### config.mk
export PLATFORM = sky130hd
export DESIGN_NAME = piso_tx_arbiter_flat
export DESIGN_NICKNAME = d
export VERILOG_FILES = /design/src/rtl/piso_tx_arbiter_if.sv /design/src/rtl/piso_tx_arbiter.sv /design/src/flat_wrapper.sv
export SDC_FILE = /design/constraint.sdc
export NUM_CORES = 1
export LEC_CHECK = 0
export ABC_AREA = 1
export BUFFER_PORTS_ARGS = -buffer_cell sky130_fd_sc_hd__clkbuf_2
export CORE_AREA = 2 2 49 56
export CTS_BUF_LIST = sky130_fd_sc_hd__clkbuf_4 sky130_fd_sc_hd__clkbuf_8 sky130_fd_sc_hd__clkbuf_16
export DETAILED_ROUTE_END_ITERATION = 7
export DIE_AREA = 0 0 51 58
export HOLD_SLACK_MARGIN = 0.08
export PLACE_DENSITY = 0.93
export SYNTH_ARGS = -nofsm -noshare
export SYNTH_HDL_FRONTEND = slang
export SYNTH_SLANG_ARGS = --single-unit
### constraint.sdc
create_clock -name pclk_i -period 3.7 [get_ports pclk_i]
set_input_delay 0.37 -clock pclk_i [delete_from_list [all_inputs] [get_ports pclk_i]]
set_output_delay 0.37 -clock pclk_i [all_outputs]
set_load 0.01 [all_outputs]
### src/rtl/piso_tx_arbiter_if.sv
// Requester-side and PISO-side handshake bundle for piso_tx_arbiter.
// The arbiter connects through the slave modport; producers and the PISO side use master.
interface piso_tx_arbiter_if #(
    parameter int unsigned NUM_REQ = 4,
    parameter int unsigned DATA_W  = 8
);
    logic [NUM_REQ-1:0]        req_valid_i;
    logic [NUM_REQ*DATA_W-1:0] req_data_i;
    logic [NUM_REQ-1:0]        req_ready_o;
    logic [DATA_W-1:0]         data_o;
    logic                      valid_o;
    logic                      ready_i;

    modport slave (
        input  req_valid_i,
        input  req_data_i,
        input  ready_i,
        output req_ready_o,
        output data_o,
        output valid_o
    );

    modport master (
        output req_valid_i,
        output req_data_i,
        output ready_i,
        input  req_ready_o,
        input  data_o,
        input  valid_o
    );
endinterface

### src/rtl/piso_tx_arbiter.sv
// Round-robin burst arbiter sharing one PISO parallel port between NUM_REQ byte sources.
// Optional per-requester transfer counters (xfer_cnt_o) are enabled by PISO_ARB_STATS_EN.
module piso_tx_arbiter #(
    parameter int unsigned NUM_REQ   = 4,
    parameter int unsigned DATA_W    = 8,
    parameter int unsigned MAX_BURST = 4
) (
    input  logic                pclk_i,
    input  logic                rst_i,
    piso_tx_arbiter_if.slave    bus,
    output logic [NUM_REQ-1:0]  grant_o,
    output logic                busy_o
`ifdef PISO_ARB_STATS_EN
    ,
    output logic [NUM_REQ*16-1:0] xfer_cnt_o
`endif
);

    localparam int unsigned PTR_W = $clog2(NUM_REQ);
    localparam int unsigned CNT_W = $clog2(MAX_BURST) + 1;

    typedef enum logic {
        IDLE,
        GRANT
    } state_t;

    state_t             state_q, state_d;
    logic [PTR_W-1:0]   last_ptr_q, last_ptr_d;
    logic [CNT_W-1:0]   burst_cnt_q, burst_cnt_d;
    logic [NUM_REQ-1:0] grant_d;

    logic [PTR_W-1:0]   winner;
    logic               win_found;
    logic [DATA_W-1:0]  gnt_data;
    logic               gnt_valid;
    logic               xfer;

    logic [DATA_W-1:0]  data_int;
    logic               valid_int;
    logic [NUM_REQ-1:0] req_ready_int;
    logic               busy_int;

    // Rotating priority: search starts one past the last winner and wraps modulo NUM_REQ.
    always_comb begin
        int unsigned      idx;
        logic [PTR_W-1:0] cand;
        winner    = last_ptr_q;
        win_found = 1'b0;
        idx       = 0;
        cand      = '0;
        for (int unsigned i = 1; i <= NUM_REQ; i++) begin
            idx  = (32'(last_ptr_q) + i) % NUM_REQ;
            cand = PTR_W'(idx);
            if (!win_found && bus.req_valid_i[cand]) begin
                winner    = cand;
                win_found = 1'b1;
            end
        end
    end

    // last_ptr doubles as the granted index while in GRANT.
    assign gnt_data  = bus.req_data_i[last_ptr_q*DATA_W +: DATA_W];
    assign gnt_valid = bus.req_valid_i[last_ptr_q];
    assign xfer      = (state_q == GRANT) && gnt_valid && bus.ready_i;

    always_comb begin
        state_d       = state_q;
        last_ptr_d    = last_ptr_q;
        burst_cnt_d   = burst_cnt_q;
        grant_d       = grant_o;
        data_int      = '0;
        valid_int     = 1'b0;
        req_ready_int = '0;
        busy_int      = 1'b0;

        unique case (state_q)
            IDLE: begin
                if (win_found) begin
                    state_d     = GRANT;
                    last_ptr_d  = winner;
                    grant_d     = NUM_REQ'(1) << winner;
                    burst_cnt_d = '0;
                end
            end
            GRANT: begin
                busy_int                  = 1'b1;
                data_int                  = gnt_data;
                valid_int                 = gnt_valid;
                req_ready_int[last_ptr_q] = bus.ready_i;
                if (!gnt_valid) begin
                    state_d     = IDLE;
                    grant_d     = '0;
                    burst_cnt_d = '0;
                end else if (xfer) begin
                    if (burst_cnt_q == CNT_W'(MAX_BURST - 1)) begin
                        state_d     = IDLE;
                        grant_d     = '0;
                        burst_cnt_d = '0;
                    end else begin
                        burst_cnt_d = burst_cnt_q + 1'b1;
                    end
                end
            end
            default: begin
                state_d = IDLE;
                grant_d = '0;
            end
        endcase
    end

    always_ff @(posedge pclk_i) begin
        if (rst_i) begin
            state_q     <= IDLE;
            grant_o     <= '0;
            burst_cnt_q <= '0;
            last_ptr_q  <= PTR_W'(NUM_REQ - 1);
        end else begin
            state_q     <= state_d;
            grant_o     <= grant_d;
            burst_cnt_q <= burst_cnt_d;
            last_ptr_q  <= last_ptr_d;
        end
    end

    assign bus.data_o      = data_int;
    assign bus.valid_o     = valid_int;
    assign bus.req_ready_o = req_ready_int;
    assign busy_o          = busy_int;

`ifdef PISO_ARB_STATS_EN
    for (genvar k = 0; k < NUM_REQ; k++) begin : g_stats
        logic [15:0] cnt_q;
        always_ff @(posedge pclk_i) begin
            if (rst_i) begin
                cnt_q <= '0;
            end else if (xfer && (last_ptr_q == PTR_W'(k)) && (cnt_q != 16'hFFFF)) begin
                cnt_q <= cnt_q + 16'd1;
            end
        end
        assign xfer_cnt_o[k*16 +: 16] = cnt_q;
    end
`endif

endmodule

### src/flat_wrapper.sv
// flat-port wrapper written by rule: the top's interface ports become plain ports
module piso_tx_arbiter_flat 
#(
    parameter int unsigned NUM_REQ   = 4,
    parameter int unsigned DATA_W    = 8,
    parameter int unsigned MAX_BURST = 4
)
  (pclk_i, rst_i, grant_o, busy_o, bus_req_valid_i, bus_req_data_i, bus_ready_i, bus_req_ready_o, bus_data_o, bus_valid_o);
  piso_tx_arbiter_if #(.NUM_REQ(NUM_REQ), .DATA_W(DATA_W)) bus_i ();
  input  logic pclk_i;
  input  logic rst_i;
  output logic [NUM_REQ-1:0] grant_o;
  output logic busy_o;
  input wire logic [$bits(bus_i.req_valid_i)-1:0] bus_req_valid_i;
  input wire logic [$bits(bus_i.req_data_i)-1:0] bus_req_data_i;
  input wire logic [$bits(bus_i.ready_i)-1:0] bus_ready_i;
  output wire logic [$bits(bus_i.req_ready_o)-1:0] bus_req_ready_o;
  output wire logic [$bits(bus_i.data_o)-1:0] bus_data_o;
  output wire logic [$bits(bus_i.valid_o)-1:0] bus_valid_o;
  assign bus_i.req_valid_i = bus_req_valid_i;
  assign bus_i.req_data_i = bus_req_data_i;
  assign bus_i.ready_i = bus_ready_i;
  assign bus_req_ready_o = bus_i.req_ready_o;
  assign bus_data_o = bus_i.data_o;
  assign bus_valid_o = bus_i.valid_o;
  piso_tx_arbiter #(.NUM_REQ(NUM_REQ), .DATA_W(DATA_W), .MAX_BURST(MAX_BURST)) u_core (.pclk_i(pclk_i), .rst_i(rst_i), .bus(bus_i), .grant_o(grant_o), .busy_o(busy_o));
endmodule
Word-level counts from Yosys, hierarchy flattened
Cells that the tools add are included.
{"block": "totals", "inputBits": 39, "ff_bits": 10, "out_inout_bits": 18, "wordCells": 74}
{"block": "op_classes", "order_cmp": 6, "addsub": 5, "shift": 2, "reduce_logical": 12, "n_mux": 39, "n_bitwise": 2, "n_eq_ne": 4}
{"op": "$shiftx A32 B6 Y8", "count": 1}
{"op": "$mux W4", "count": 5}
{"op": "$mux W1", "count": 16}
{"op": "$lt A2 B3 Y1 const B", "count": 5}
{"op": "$mux W3", "count": 4}
{"op": "$bmux W1 S2", "count": 5}
{"op": "$mux W2", "count": 4}
{"op": "$mux W8", "count": 1}
{"op": "$pmux W4 S2", "count": 1}
{"op": "$logic_and A1 B1 Y1", "count": 6}
{"op": "$ne A3 B3 Y1 const B", "count": 2}
{"op": "$pmux W3 S2", "count": 1}
{"op": "$add A2 B1 Y2 const B", "count": 2}
{"op": "$add A2 B2 Y2 const B", "count": 2}
{"op": "$and A4 B4 Y4", "count": 1}
{"op": "$reduce_and A2 Y1", "count": 2}
{"op": "$shl A1 B2 Y4 const A", "count": 1}
{"op": "$add A3 B1 Y3 const B", "count": 1}
{"op": "$eq A3 B2 Y1 const B", "count": 1}
{"op": "$logic_not A1 Y1", "count": 3}
{"op": "$reduce_and A3 Y1", "count": 1}
{"op": "$demux W1 S2", "count": 1}
{"op": "$ge A2 B1 Y1 const B", "count": 1}
{"op": "$ne A2 B1 Y1 const B", "count": 1}
{"op": "other kinds (2)", "count": 2}

Logic depth before layout (Yosys ltp)
{"block": "depth", "depth_word": 16, "depth_mapped": 14, "ltp_nobuf": 11}

Least setup slack after synthesis
No wires, ideal clock.
{"block": "synth_path", "path_type": "reg-to-reg", "start": "register u_core.last_ptr_q[0]", "end": "register u_core.grant_o[0]", "synth_period_minus_slack_ns": 2.090, "path_buffers": 3, "setup_time_ns": 0.133, "slack_ns": 1.610, "arrival_time_ns": 1.957, "required_time_ns": 3.567, "stages_incl_launch_ff": 14, "cell_sequence": "dfxtp_1 -> buf_6 -> inv_6 -> buf_2 -> buf_2 -> ha_1 -> inv_1 -> nand3_1 -> nand2_1 -> nand3_2 -> nand2_1 -> nand2_1 -> nand3_1 -> a21oi_2"}
{"block": "synth_between", "elab_chain_cells": 16, "elab_cells_between_ends": 38}
{"item": "start: declaration", "line_no": "piso_tx_arbiter.sv:28", "text": "logic [PTR_W-1:0] last_ptr_q, last_ptr_d;"}
{"item": "start signal: assignment", "line_no": "piso_tx_arbiter.sv:116", "text": "last_ptr_q <= PTR_W'(NUM_REQ - 1);"}
{"item": "start signal: assignment", "line_no": "piso_tx_arbiter.sv:121", "text": "last_ptr_q <= last_ptr_d;"}
{"item": "$add A2 B1 Y2", "line_no": "piso_tx_arbiter.sv:52", "text": "idx = (32'(last_ptr_q) + i) % NUM_REQ;"}
{"item": "$bmux W1 S2", "line_no": "piso_tx_arbiter.sv:54", "text": "if (!win_found && bus.req_valid_i[cand]) begin"}
{"item": "$mux W1 (implied by the code)", "line_no": "piso_tx_arbiter.sv:54"}
{"item": "$mux W1", "line_no": "piso_tx_arbiter.sv:54"}
{"item": "$logic_not A1 Y1", "line_no": "piso_tx_arbiter.sv:54"}
{"item": "$logic_and A1 B1 Y1", "line_no": "piso_tx_arbiter.sv:54"}
{"item": "$mux W1", "line_no": "piso_tx_arbiter.sv:54"}
{"item": "$logic_not A1 Y1", "line_no": "piso_tx_arbiter.sv:54"}
{"item": "$logic_and A1 B1 Y1", "line_no": "piso_tx_arbiter.sv:54"}
{"item": "$mux W1", "line_no": "piso_tx_arbiter.sv:54"}
{"item": "$logic_not A1 Y1", "line_no": "piso_tx_arbiter.sv:54"}
{"item": "$logic_and A1 B1 Y1", "line_no": "piso_tx_arbiter.sv:54"}
{"item": "$mux W2", "line_no": "piso_tx_arbiter.sv:54"}
{"item": "$shl A1 B2 Y4", "line_no": "piso_tx_arbiter.sv:81", "text": "grant_d = NUM_REQ'(1) << winner;"}
{"item": "$mux W4", "line_no": "piso_tx_arbiter.sv:78", "text": "if (win_found) begin"}
{"item": "$pmux W4 S2", "line_no": "piso_tx_arbiter.sv:76", "text": "unique case (state_q)"}
{"item": "end signal: assignment", "line_no": "piso_tx_arbiter.sv:119", "text": "grant_o <= grant_d;"}
{"item": "end: declaration", "line_no": "piso_tx_arbiter.sv:11", "text": "output logic [NUM_REQ-1:0] grant_o,"}
Parallel ways exist; a longest one is shown, timed or not. The select of a mux whose other input is x is not followed.
A chain may end at the register's enable or synchronous reset.

Worst setup path in the final report
{"block": "layout_path", "start": "register u_core.last_ptr_q[1]", "end": "register u_core.burst_cnt_q[1]"}
{"block": "layout_between", "elab_chain_cells": 15, "elab_cells_between_ends": 31}
{"item": "$add A2 B1 Y2", "line_no": "piso_tx_arbiter.sv:52"}
{"item": "$bmux W1 S2", "line_no": "piso_tx_arbiter.sv:54"}
{"item": "$mux W1 (implied by the code)", "line_no": "piso_tx_arbiter.sv:54"}
{"item": "$mux W1", "line_no": "piso_tx_arbiter.sv:54"}
{"item": "$logic_not A1 Y1", "line_no": "piso_tx_arbiter.sv:54"}
{"item": "$logic_and A1 B1 Y1", "line_no": "piso_tx_arbiter.sv:54"}
{"item": "$mux W1", "line_no": "piso_tx_arbiter.sv:54"}
{"item": "$logic_not A1 Y1", "line_no": "piso_tx_arbiter.sv:54"}
{"item": "$logic_and A1 B1 Y1", "line_no": "piso_tx_arbiter.sv:54"}
{"item": "$mux W1", "line_no": "piso_tx_arbiter.sv:54"}
{"item": "$logic_not A1 Y1", "line_no": "piso_tx_arbiter.sv:54"}
{"item": "$logic_and A1 B1 Y1", "line_no": "piso_tx_arbiter.sv:54"}
{"item": "$mux W1", "line_no": "piso_tx_arbiter.sv:54"}
{"item": "$ne A2 B1 Y1 (no source line)"}
{"item": "$reduce_and A2 Y1 (no source line)"}
{"item": "end signal: assignment", "line_no": "piso_tx_arbiter.sv:120", "text": "burst_cnt_q <= burst_cnt_d;"}
{"item": "end: declaration", "line_no": "piso_tx_arbiter.sv:29", "text": "logic [CNT_W-1:0] burst_cnt_q, burst_cnt_d;"}
Parallel ways exist; a longest one is shown, timed or not. The select of a mux whose other input is x is not followed.

==> flow_summary.yaml <==
run_status:
  outcome: "finished, final reports clean"
flow_run:
  max-cap-violations: 0
timing:
  maxSlewHeadroom: 0.676
  fmax_ghz: 0.442
  clock_skew_ns: 0.000993
  rsz0062_at_grt: "false"
  period_share: 0.611
  max_slew.worst_pin.slew_ns: 0.486
  final_hold_viol_count: 0
  setup_ws_ns: 1.44
  period_minus_slack_ns: 2.26
  setup_viol_count_final: 0
  fin_hold_ws_ns: 0.429
  setup_tns_ns: 0
  drv_slew: 0
place:
  dp_hpwl_um: 2380
  portBuffers: 56
  place_area_um2: 1420
  pre_cts_slack_ns: 1.45
  gp_congestion: 0.867
die:
  die_area_um2: 2960
  ios: 57
  start_util: 0.474
  row_count: 19
  die_y_um: 58
  design.core.area_um2: 2400
  fp.dieW_um: 51
pwr:
  power_density_nw_per_um2: 747
  ir_drop_mv: 0.368
  p_leak_nw: 0.806
critical_path:
  reg2reg_setup_slack_ns: 1.44
  critPathMaxFanout: 15
  r2r.worst_path.cells: 11
  cp-start-kind: "flip-flop"
  cp-end-kind: "flip-flop"
  cp_data_arrival_time_ns: 2.41
  crit_required_ns: 3.85
  worst-setup-path-type: "reg2reg"
clock_network:
  ctsResizeCount: 0
  cts.reportedPaths.clkPinSlew_ns: 0.06
  root_buffer: "clkbuf_4"
  cts.sinks: 10
  clk_latency_ns: 0.26
  cts_buffers: 3
  htreeDepth: 1
  postCtsSetupBuffers: 0
  tritoncts: "built"
  hold_buffers: 0
  cts_max_path_buffers: 2
synthesis:
  ys_async_sr_fraction: 0
  yosysWarningCount: 0
  yosysTopAreaCell: "dfxtp_1"
  synthFlopType: "dfxtp_1"
  ys_seq_area_frac: 0.176
  synth_area_leaders: "dfxtp_1, nor2_1, nand2_1"
  synth.distinct_cells: 23
  synth_edf_count: 0
  synth_commonest_cells: "nor2_1, nand2_1, nand3_1"
  synth_top_area_frac: 0.176
  ys_ff_latch: 10
  yosysMostFrequentCell: "nor2_1"
  synth_fp_nets: 241
  syn_area_per_cell_um2: 5.78
  syn_area_um2: 1140
  synth_cells: 197
cells_and_area:
  fin_nets: 294
  fin_area_um2: 1460
  drive_gt1_frac: 0.345
  syn_to_final_growth_pct: 27.8
  fill_cells: 248
  n_antenna_cell: 0
route:
  vias_per_cell: 5.04
  firstDrtPassIters: 4
  postRouteAntennaNets: 0
  drt-total-wl_um: 2920
  drc: 0
  num_vias: 1410
  wire_per_inst_um: 10.4
  first_iter_violations: 65
global_route:
  grt_pass1_wl_um: 4840
  grt_overflow: 0
  grt_pass1_vias: 1237
  grt_max_degree: 30
  antenna_found_initial: 0
  grt_use_total: 0.204
worst_hold_path:
  holdPathStages: 2
  min_path_type: "in2reg"
-- flip-flops by register name (all words and copies together) (netlist names) --
register and cells:
u_core.last_ptr_q 2, u_core.state_q 1, u_core.grant_o 4, u_core.burst_cnt_q 3
-- worst max-delay path, stage by stage, from the launching register on --
cell and delay [ns]:
dfxtp_1 0.62, inv_2 0.22, ha_1 0.42, inv_1 0.13
nand2_4 0.11, nand2_4 0.08, nor2_8 0.13, nand4_2 0.11
nand2_2 0.14, inv_2 0.04, nor2_1 0.09, nor2_1 0.06
-- cell families (layout without fill, tap and decap cells) --
| family | after synthesis | count (layout) | synth area share |
|---|---|---|---|
| compound gates | 37 | 37 | 0.176 |
| fa+ha+maj | 5 | 5 | 0.0549 |
| buf+inv | 26 | 78 | 0.101 |
| flops | 10 | 10 | 0.176 |
| simple gates | 119 | 119 | 0.492 |
-- per-stage QoR --
stage / power, mW / std cells / utilization
finish: 1.09 / 280 / 0.606
global route: 1.21 / 280 / 0.606
CTS: 1.09 / 280 / 0.606
detailed placement: 0.993 / 276 / 0.591
global placement: 0.974 / 276 / 0.591
floorplan: 0.825 / 197 / -
-- worst paths after layout --
path	startpoint	end
setup / recovery	u_core.last_ptr_q[1]	u_core.burst_cnt_q[1]
hold / removal	rst_i	u_core.grant_o[3]
hold reg to reg	u_core.grant_o[3]	u_core.grant_o[3]
setup reg to reg	u_core.last_ptr_q[1]	u_core.burst_cnt_q[1]
-- layout make-up --
| cell class | instances | area, um^2 | share of cell area |
|---|---|---|---|
| inverters | 17 | 68.8 | 0.0473 |
| clock buffers | 4 | 36.3 | 0.0249 |
| repair buffers | 57 | 288 | 0.198 |
| multi-input cells | 161 | 823 | 0.566 |
| well taps | 31 | 38.8 | 0.0267 |
| flip-flops and latches | 10 | 200 | 0.138 |
-- report_power, final --
group,internal [mW],switching [mW],total (mW)
Combinational,0.283,0.524,0.808
Clock,0.0597,0.0349,0.0946
Sequential,0.148,0.0372,0.185
-- cell usage in the layout, fill, tap and decap left out, types with 3 or more instances in the layout --
cell type and n:
o21ai_0 16, a21oi_1 11, o21ai_1 6, inv_1 12, a21oi_2 4, nand2_1 40
ha_1 5, dfxtp_1 10, clkbuf_2 56, inv_2 4, nand2_4 3, clkbuf_4 3
nand3_1 19, nor2_1 43, nand2_2 7
-- metal layers --
layer  part of all wire  vias to the layer above  wire (um)  GRT usage
met4                  0                        0          0     0.0618
met5                  0                        -          0          0
li1                   -                      743          -          -
met3              0.044                        0        128     0.0206
met1               0.42                      620       1240      0.231
met2               0.53                       47       1560      0.393
Power figures use the tool's default switching activity.
